===== src/rtl/pipe_stage_skid.sv =====
// Pipeline stage register with valid/ready handshake and a 2-entry skid buffer.
// Optional perf counters are built when PIPE_STAGE_PERF_EN is defined.
module pipe_stage_skid #(
  parameter int DW          = 64,
  parameter bit BUBBLE_ZERO = 1'b1,
  parameter int CNT_W       = 32
) (
  input  logic          clk,
  input  logic          rst,
  input  logic          flush,
  input  logic          in_valid,
  output logic          in_ready,
  input  logic [DW-1:0] in_data,
  output logic          out_valid,
  input  logic          out_ready,
  output logic [DW-1:0] out_data
`ifdef PIPE_STAGE_PERF_EN
  ,
  output logic [CNT_W-1:0] perf_stall_cnt,
  output logic [CNT_W-1:0] perf_bubble_cnt,
  output logic [CNT_W-1:0] perf_flush_cnt
`endif
);

  typedef enum logic [1:0] {
    EMPTY = 2'b00,
    ONE   = 2'b10,
    FULL  = 2'b11
  } state_t;

  logic [DW-1:0] main_reg;
  logic [DW-1:0] skid_reg;
  logic          main_vld_reg;
  logic          skid_vld_reg;
  logic          push;
  logic          pop;
  logic [DW-1:0] main_drop;
  state_t        state;

  // Handshake outputs come straight from flops: no out_ready -> in_ready path.
  assign in_ready  = ~skid_vld_reg;
  assign out_valid = main_vld_reg;
  assign out_data  = main_reg;

  assign push      = in_valid & ~skid_vld_reg & ~flush;
  assign pop       = main_vld_reg & out_ready;
  assign main_drop = BUBBLE_ZERO ? '0 : main_reg;
  assign state     = state_t'({main_vld_reg, skid_vld_reg});

  always_ff @(posedge clk) begin
    if (rst) begin
      main_reg     <= '0;
      skid_reg     <= '0;
      main_vld_reg <= 1'b0;
      skid_vld_reg <= 1'b0;
    end else if (flush) begin
      main_reg     <= main_drop;
      skid_reg     <= '0;
      main_vld_reg <= 1'b0;
      skid_vld_reg <= 1'b0;
    end else begin
      case (state)
        EMPTY: begin
          if (push) begin
            main_reg     <= in_data;
            main_vld_reg <= 1'b1;
          end
        end
        ONE: begin
          if (push && pop) begin
            main_reg <= in_data;
          end else if (push) begin
            skid_reg     <= in_data;
            skid_vld_reg <= 1'b1;
          end else if (pop) begin
            main_reg     <= main_drop;
            main_vld_reg <= 1'b0;
          end
        end
        FULL: begin
          if (pop) begin
            main_reg     <= skid_reg;
            skid_reg     <= '0;
            skid_vld_reg <= 1'b0;
          end
        end
        default: begin
          // {0,1} is unreachable; fall back to a clean empty stage.
          main_reg     <= '0;
          skid_reg     <= '0;
          main_vld_reg <= 1'b0;
          skid_vld_reg <= 1'b0;
        end
      endcase
    end
  end

`ifdef PIPE_STAGE_PERF_EN
  // Event order: [0] stall, [1] bubble, [2] flush.
  logic [2:0]       perf_evt;
  logic [CNT_W-1:0] perf_cnt_reg [3];

  assign perf_evt = {flush, ~main_vld_reg, main_vld_reg & ~out_ready};

  for (genvar gi = 0; gi < 3; gi++) begin : g_perf
    always_ff @(posedge clk) begin
      if (rst) begin
        perf_cnt_reg[gi] <= '0;
      end else if (perf_evt[gi] && (perf_cnt_reg[gi] != {CNT_W{1'b1}})) begin
        perf_cnt_reg[gi] <= perf_cnt_reg[gi] + 1'b1;
      end
    end
  end

  assign perf_stall_cnt  = perf_cnt_reg[0];
  assign perf_bubble_cnt = perf_cnt_reg[1];
  assign perf_flush_cnt  = perf_cnt_reg[2];
`endif

endmodule


===== config.mk =====
export PLATFORM = sky130hd
export DESIGN_NAME = pipe_stage_skid
export DESIGN_NICKNAME = d
export VERILOG_FILES = /design/src/rtl/pipe_stage_skid.sv
export SDC_FILE = /design/constraint.sdc
export NUM_CORES = 1
export LEC_CHECK = 0
export ABC_AREA = 0
export ABC_CLOCK_PERIOD_IN_PS = 1700
export CAP_MARGIN = 10
export CORE_MARGIN = 3
export CORE_UTILIZATION = 25
export CTS_BUF_LIST = sky130_fd_sc_hd__clkbuf_4 sky130_fd_sc_hd__clkbuf_8
export CTS_CLUSTER_SIZE = 30
export DETAILED_ROUTE_END_ITERATION = 12
export GPL_TIMING_DRIVEN = 0
export PLACE_DENSITY_LB_ADDON = 0.08
export SLEW_MARGIN = 40
export SYNTH_ARGS = -nofsm -noshare
export SYNTH_HDL_FRONTEND = slang
export SYNTH_SLANG_ARGS = --single-unit

===== constraint.sdc =====
create_clock -name clk -period 1.7 [get_ports clk]
set_input_delay 0.425 -clock clk [delete_from_list [all_inputs] [get_ports clk]]
set_output_delay 0.425 -clock clk [all_outputs]
set_load 0.005 [all_outputs]

# --- Word level (Yosys, flattened, before mapping) ---
# Index checks and enable logic that the tools add are counted.
totals:
  elab_cells: 42
  reg_bits: 130
  inputBits: 69
  out_inout_bits: 66
classes:
  mux: 15
  eq_ne: 10
  n_reduce_logical: 6
  n_bitwise: 7
ops:
  columns: ["op", "count"]
  rows:
  - ["$mux 64", 6]
  - ["$pmux 64 s3", 2]
  - ["$ne 2x2->1 const B", 6]
  - ["$reduce_and 4->1", 2]
  - ["$ne 3x3->1 const B", 2]
  - ["$pmux 1 s3", 2]
  - ["$mux 1", 5]
  - ["$reduce_and 5->1", 1]
  - ["$eq 2x2->1 const B", 2]
  - ["$not 1->1", 4]
  - ["$and 1x1->1", 3]
  - ["$logic_not 2->1", 1]
  - ["$reduce_or 2->1", 1]
  - ["$logic_and 1x1->1", 1]

# --- Longest topological paths before layout ---
# Gate-level depths: netlist (run 1).
logic_depth:
  word_depth: 6
  ltp_mapped: 6
  mapped_depth_nobuf: 3

# --- Worst setup path before layout (run 1) ---
# Ideal clock, no wire load.
synth_path:
  kind: "input to register"
  from: "input port flush"
  to: "register main_reg[39], in the netlist out_data[39]"
  arrival_ns: 1.474
  path_buffers: 2
  path_stages: 5
  setup_slack_ns: 0.169
  cell_sequence: "or2_1 > buf_6 > nor3_4 > buf_6 > a221o_2"
synth_between:
  elab_chain_cells: 5
  word_cells_on_any_way: 10
  classes_between: "eq/ne (3); mux (2); bitwise (2); reduce/logical (3)"
synth_rtl:
  columns: ["element", "line_no", "rtl"]
  rows:
  - ["start: declaration", "10", "input logic flush,"]
  - ["$not 1->1", "45", "assign push = in_valid & ~skid_vld_reg & ~flush;"]
  - ["$and 1x1->1", "45", null]
  - ["$logic_and 1x1->1", "70", "if (push && pop) begin"]
  - ["$ne 3x3->1 (no line) or $mux 64 (tied branches)", null, null]
  - ["$reduce_and 4->1 (no line) or $pmux 64 s3 (tied branches)", null, null]
  - ["end signal: assignment", "57", "main_reg <= main_drop;"]
  - ["end signal: assignment", "71", "main_reg <= in_data;"]
  - ["end signal: assignment", "76", "main_reg <= main_drop;"]
  - ["end: declaration", "31", "logic [DW-1:0] main_reg;"]
# Several ways; a longest one is shown, not always the timed one.
# A chain may end at the register's enable or synchronous reset.

# --- Final worst setup path (run 1) ---
layout_path:
  from: "input port out_ready"
  to: "register main_reg[9], in the netlist out_data[9]"
layout_between:
  elab_chain_cells: 4
  word_cells_on_any_way: 8
  classes_between: "eq/ne (3); mux (2); bitwise (1); reduce/logical (2)"
layout_rtl:
  columns: ["element", "line_no", "rtl"]
  rows:
  - ["start: declaration", "15", "input logic out_ready,"]
  - ["$and 1x1->1 *", "46", "assign pop = main_vld_reg & out_ready;"]
  - ["$logic_and 1x1->1", "70", null]
  - ["$ne 3x3->1 (no line) or $mux 64 (tied branches)", null, null]
  - ["$reduce_and 4->1 (no line) or $pmux 64 s3 (tied branches)", null, null]
# Every way passes the cells marked *; elsewhere a longest branch is shown, timed or not.

==> results.sh, run 1 <==
export IMPL_stdcell_area_mm2=0.00779
export IMPL_critical_path_arrival_ns=2.03
export IMPL_antenna_found_initial=0
export IMPL_synth_top_cell_area_share_pct=47.1
export IMPL_maxCapViolations=0
export IMPL_r2r_start="skid_vld_reg"
export IMPL_total_power_mw=6.43
export IMPL_synth_most_common_cell="dfxtp_1"
export IMPL_synth_common_cells="130 x dfxtp_1, 65 x and3_1, 64 x mux2i_1, 64 x nand2_1, 64 x o211ai_1"
export IMPL_synth_distinct_cells=23
export IMPL_start_util_pct=25.9
export IMPL_grt_max_degree=17
export IMPL_cp_required_ns=2.03
export IMPL_p_leak_nw=3.32
export IMPL_die_area_mm2=0.0239
export IMPL_clock_path_buffers=2
export IMPL_grt_pass1_wl_um=27400
export IMPL_slew_headroom_pct=66.2
export IMPL_holdPathEnd="out_data[0]"
export IMPL_critPathSlowestCell="clkdlybuf4s50_1"
export IMPL_fmax_mhz=589
export IMPL_p_comb_share_pct=9.5
export IMPL_synth_top_area_cell="dfxtp_1"
export IMPL_postCtsHoldBufs=0
export IMPL_cts_tree="yes"
export IMPL_synth_area_leaders="dfxtp_1 47%, mux2i_1 12%, o211ai_1 8.7%, a221o_2 8.4%, and3_1 7.4%"
export IMPL_final_antenna_net_count=0
export IMPL_ios=135
export IMPL_p_per_area_mw_per_mm2=825
export IMPL_syn_nets=597
export IMPL_die_h_um=155
export IMPL_placedCellCount=937
export IMPL_syn_inst=528
export IMPL_clk_root_buffer_cell="clkbuf_8"
export IMPL_hold_path_class="reg2reg"
export IMPL_row_count=53
export IMPL_nets=762
export IMPL_grt_util_met2_pct=23.6
export IMPL_setup_viol=0
export IMPL_switchingPower_mw=1.54
export IMPL_finalMaxSlewViolations=0
export IMPL_crit_family="buffers and inverters"
export IMPL_crit_chain="clkdlybuf4s50_1, and3_2, clkbuf_1, and3_1, a221o_2"
export IMPL_rsz0062_at_grt="yes"
export IMPL_stdcell_count=981
export IMPL_grt_use_met3_pct=4.03
export IMPL_p_sw_share_pct=23.9
export IMPL_synth_edf_count=0
export IMPL_avgSynthCellArea_um2=10.5
export IMPL_clockPowerShare_pct=41.8
export IMPL_dr_pass1_iters=4
export IMPL_layout_drive_gt1_share_pct=24.4
export IMPL_fin_skew_ns=0.00870
export IMPL_cts_sinks=130
export IMPL_grt_use_met1_pct=18.9
export IMPL_path_class="in2reg"
export IMPL_htree_levels=4
export IMPL_reg2reg_to="skid_reg[9]"
export IMPL_regToRegSetupSlack_ns=0.11
export IMPL_min_period_over_period_pct=99.8
export IMPL_syn_cell_area_mm2=0.00553
export IMPL_worst_pin_slew_ns=0.508
export IMPL_vias=4828
export IMPL_grt_pass1_vias=4984
export IMPL_outcome="finished clean"
export IMPL_viasPerCell=4.92
export IMPL_pwr_share_seq_pct=48.7
export IMPL_grt_total_usage_pct=14.4
export IMPL_synthArstFlopShare_pct=0
export IMPL_port_buffers=134
export IMPL_cts_buffers=17
export IMPL_grt_overflow_total=0
export IMPL_path_buf_inv=2
export IMPL_yosysSeqAreaShare_pct=47.1
export IMPL_synth_warnings=0
export IMPL_crit_fanout=10
export IMPL_worst_r2r_cell_count=5
export IMPL_ys_seq_elements=130
export IMPL_internal_power_mw=4.89
export IMPL_core_area_mm2=0.0214
export IMPL_routabilityCongestion=0.724
export IMPL_wl_per_cell_um=18.0
export IMPL_max_vdd_ir_drop_v=0.000392
export IMPL_max_stage_delay_ns=0.46
export IMPL_hold_violations=0
export IMPL_hold_start="out_data[0]"
export IMPL_period_needed_ns=1.70
export IMPL_busiest_layer="met2"
export IMPL_insertion_delay_ns=0.44
export IMPL_clk_pin_slew_worst_paths_ns=0.08
export IMPL_die_x_um=155
export IMPL_worstSetupEndpointType="register"
export IMPL_num_antenna_cells=0
export IMPL_hold_depth=1
export IMPL_route_detailed_drc=0
export IMPL_dp_hpwl_um=12200
export IMPL_area_delta_synth_final_pct=40.9
export IMPL_totalWireLength_um=17600
export IMPL_first_iter_violations=171
export IMPL_critPathLaunchType="primary input"
export IMPL_synth_ff_type="dfxtp_1"
export IMPL_place_area_mm2=0.00721
[placed cells by master, fill, tap and decap left out, types with 2 or more instances in the layout]
master / netlist / routed
clkbuf_8: 0 / 20
bufinv_16: 0 / 2
dfxtp_1: 130 / 102
nand2b_1: 2 / 2
buf_6: 13 / 21
clkbuf_4: 0 / 10
and3_1: 65 / 64
a221o_1: 23 / 23
a221o_2: 41 / 41
dlygate4sd2_1: 0 / 65
mux2i_1: 64 / 64
buf_12: 0 / 2
buf_4: 6 / 14
dfxtp_2: 0 / 27
nand2_1: 64 / 64
clkbuf_1: 30 / 9
inv_1: 2 / 2
clkbuf_2: 0 / 14
o211ai_1: 64 / 64
clkdlybuf4s50_1: 0 / 67
buf_2: 11 / 8
clkinvlp_4: 0 / 4
clkinv_2: 0 / 3
[through the flow]
stage                     hold slack, ns  util, %  TNS (ns)  worst slack (ns)
after detailed placement           0.473     33.8    -92.12            -0.843
after global routing               0.496     36.5    -0.269           -0.0274
after floorplan                    0.464        -         0             0.169
after global placement             0.469     33.8    -88.27            -0.777
final                              0.479     36.5         0           0.00353
after CTS                          0.479     36.0   -0.0716           -0.0716
[power groups by stage]
stage	clock, mW	combinational [mW]	sequential, mW
floorplan	0	0.229	3.20
global placement	0	0.614	3.20
detailed placement	0	0.614	3.20
CTS	2.78	0.607	3.13
global route	2.91	0.658	3.14
finish	2.69	0.608	3.13
[logic make-up after synthesis]
family | Yosys count | share of synthesized area (%)
multiplexers | 64 | 11.6
AO/OA/AOI/OAI | 131 | 21.7
flip-flops | 130 | 47.1
AND/OR/NAND/NOR | 139 | 12.9
buffers and inverters | 64 | 6.77
[timing repair]
item                                    in CTS  in global routing
gates cloned                                 0                  1
endpoints found under the setup margin     194                 91
pin swaps                                    1                  1
setup buffers                                8                  4
gates resized for setup                    116                 46
[routing by layer]
| layer | up-vias | part of all wire [%] |
|---|---|---|
| met2 | 114 | 47 |
| li1 | 2342 | - |
| met4 | 0 | 1.0 |
| met1 | 2358 | 47 |
| met5 | - | 0 |
| met3 | 14 | 4.3 |
[final cells by class]
cell class	count	area, µm²
Buffer	61	450
Clock buffer	23	298
Clock inverter	9	105
Fill cell	2180	13600
Inverter	2	7.51
Multi-Input combinational cell	334	2570
Sequential cell	130	2640
Tap cell	275	344
Timing Repair Buffer	147	1380
[how the worst max path moves through the flow]
stage | startpoint | to | slack [ns] | depth (start not counted)
2_1_floorplan | flush | out_data[39] | 0.17 | 5
3_3_place_gp | flush | skid_reg[14] | -0.78 | 7
3_5_place_dp | flush | skid_reg[18] | -0.84 | 7
4_1_cts | skid_vld_reg | in_ready | -0.07 | 3
5_1_grt | out_ready | out_data[2] | -0.03 | 5
6_report | out_ready | out_data[9] | 0.004 | 5
(Power assumes the default switching activity.)
==> run 2, diff against run 1 <==
- SLEW_MARGIN: 40 -> 20
==> results of run 2 <==
The final DEF is identical to that of run 1; final timing and power are the same.
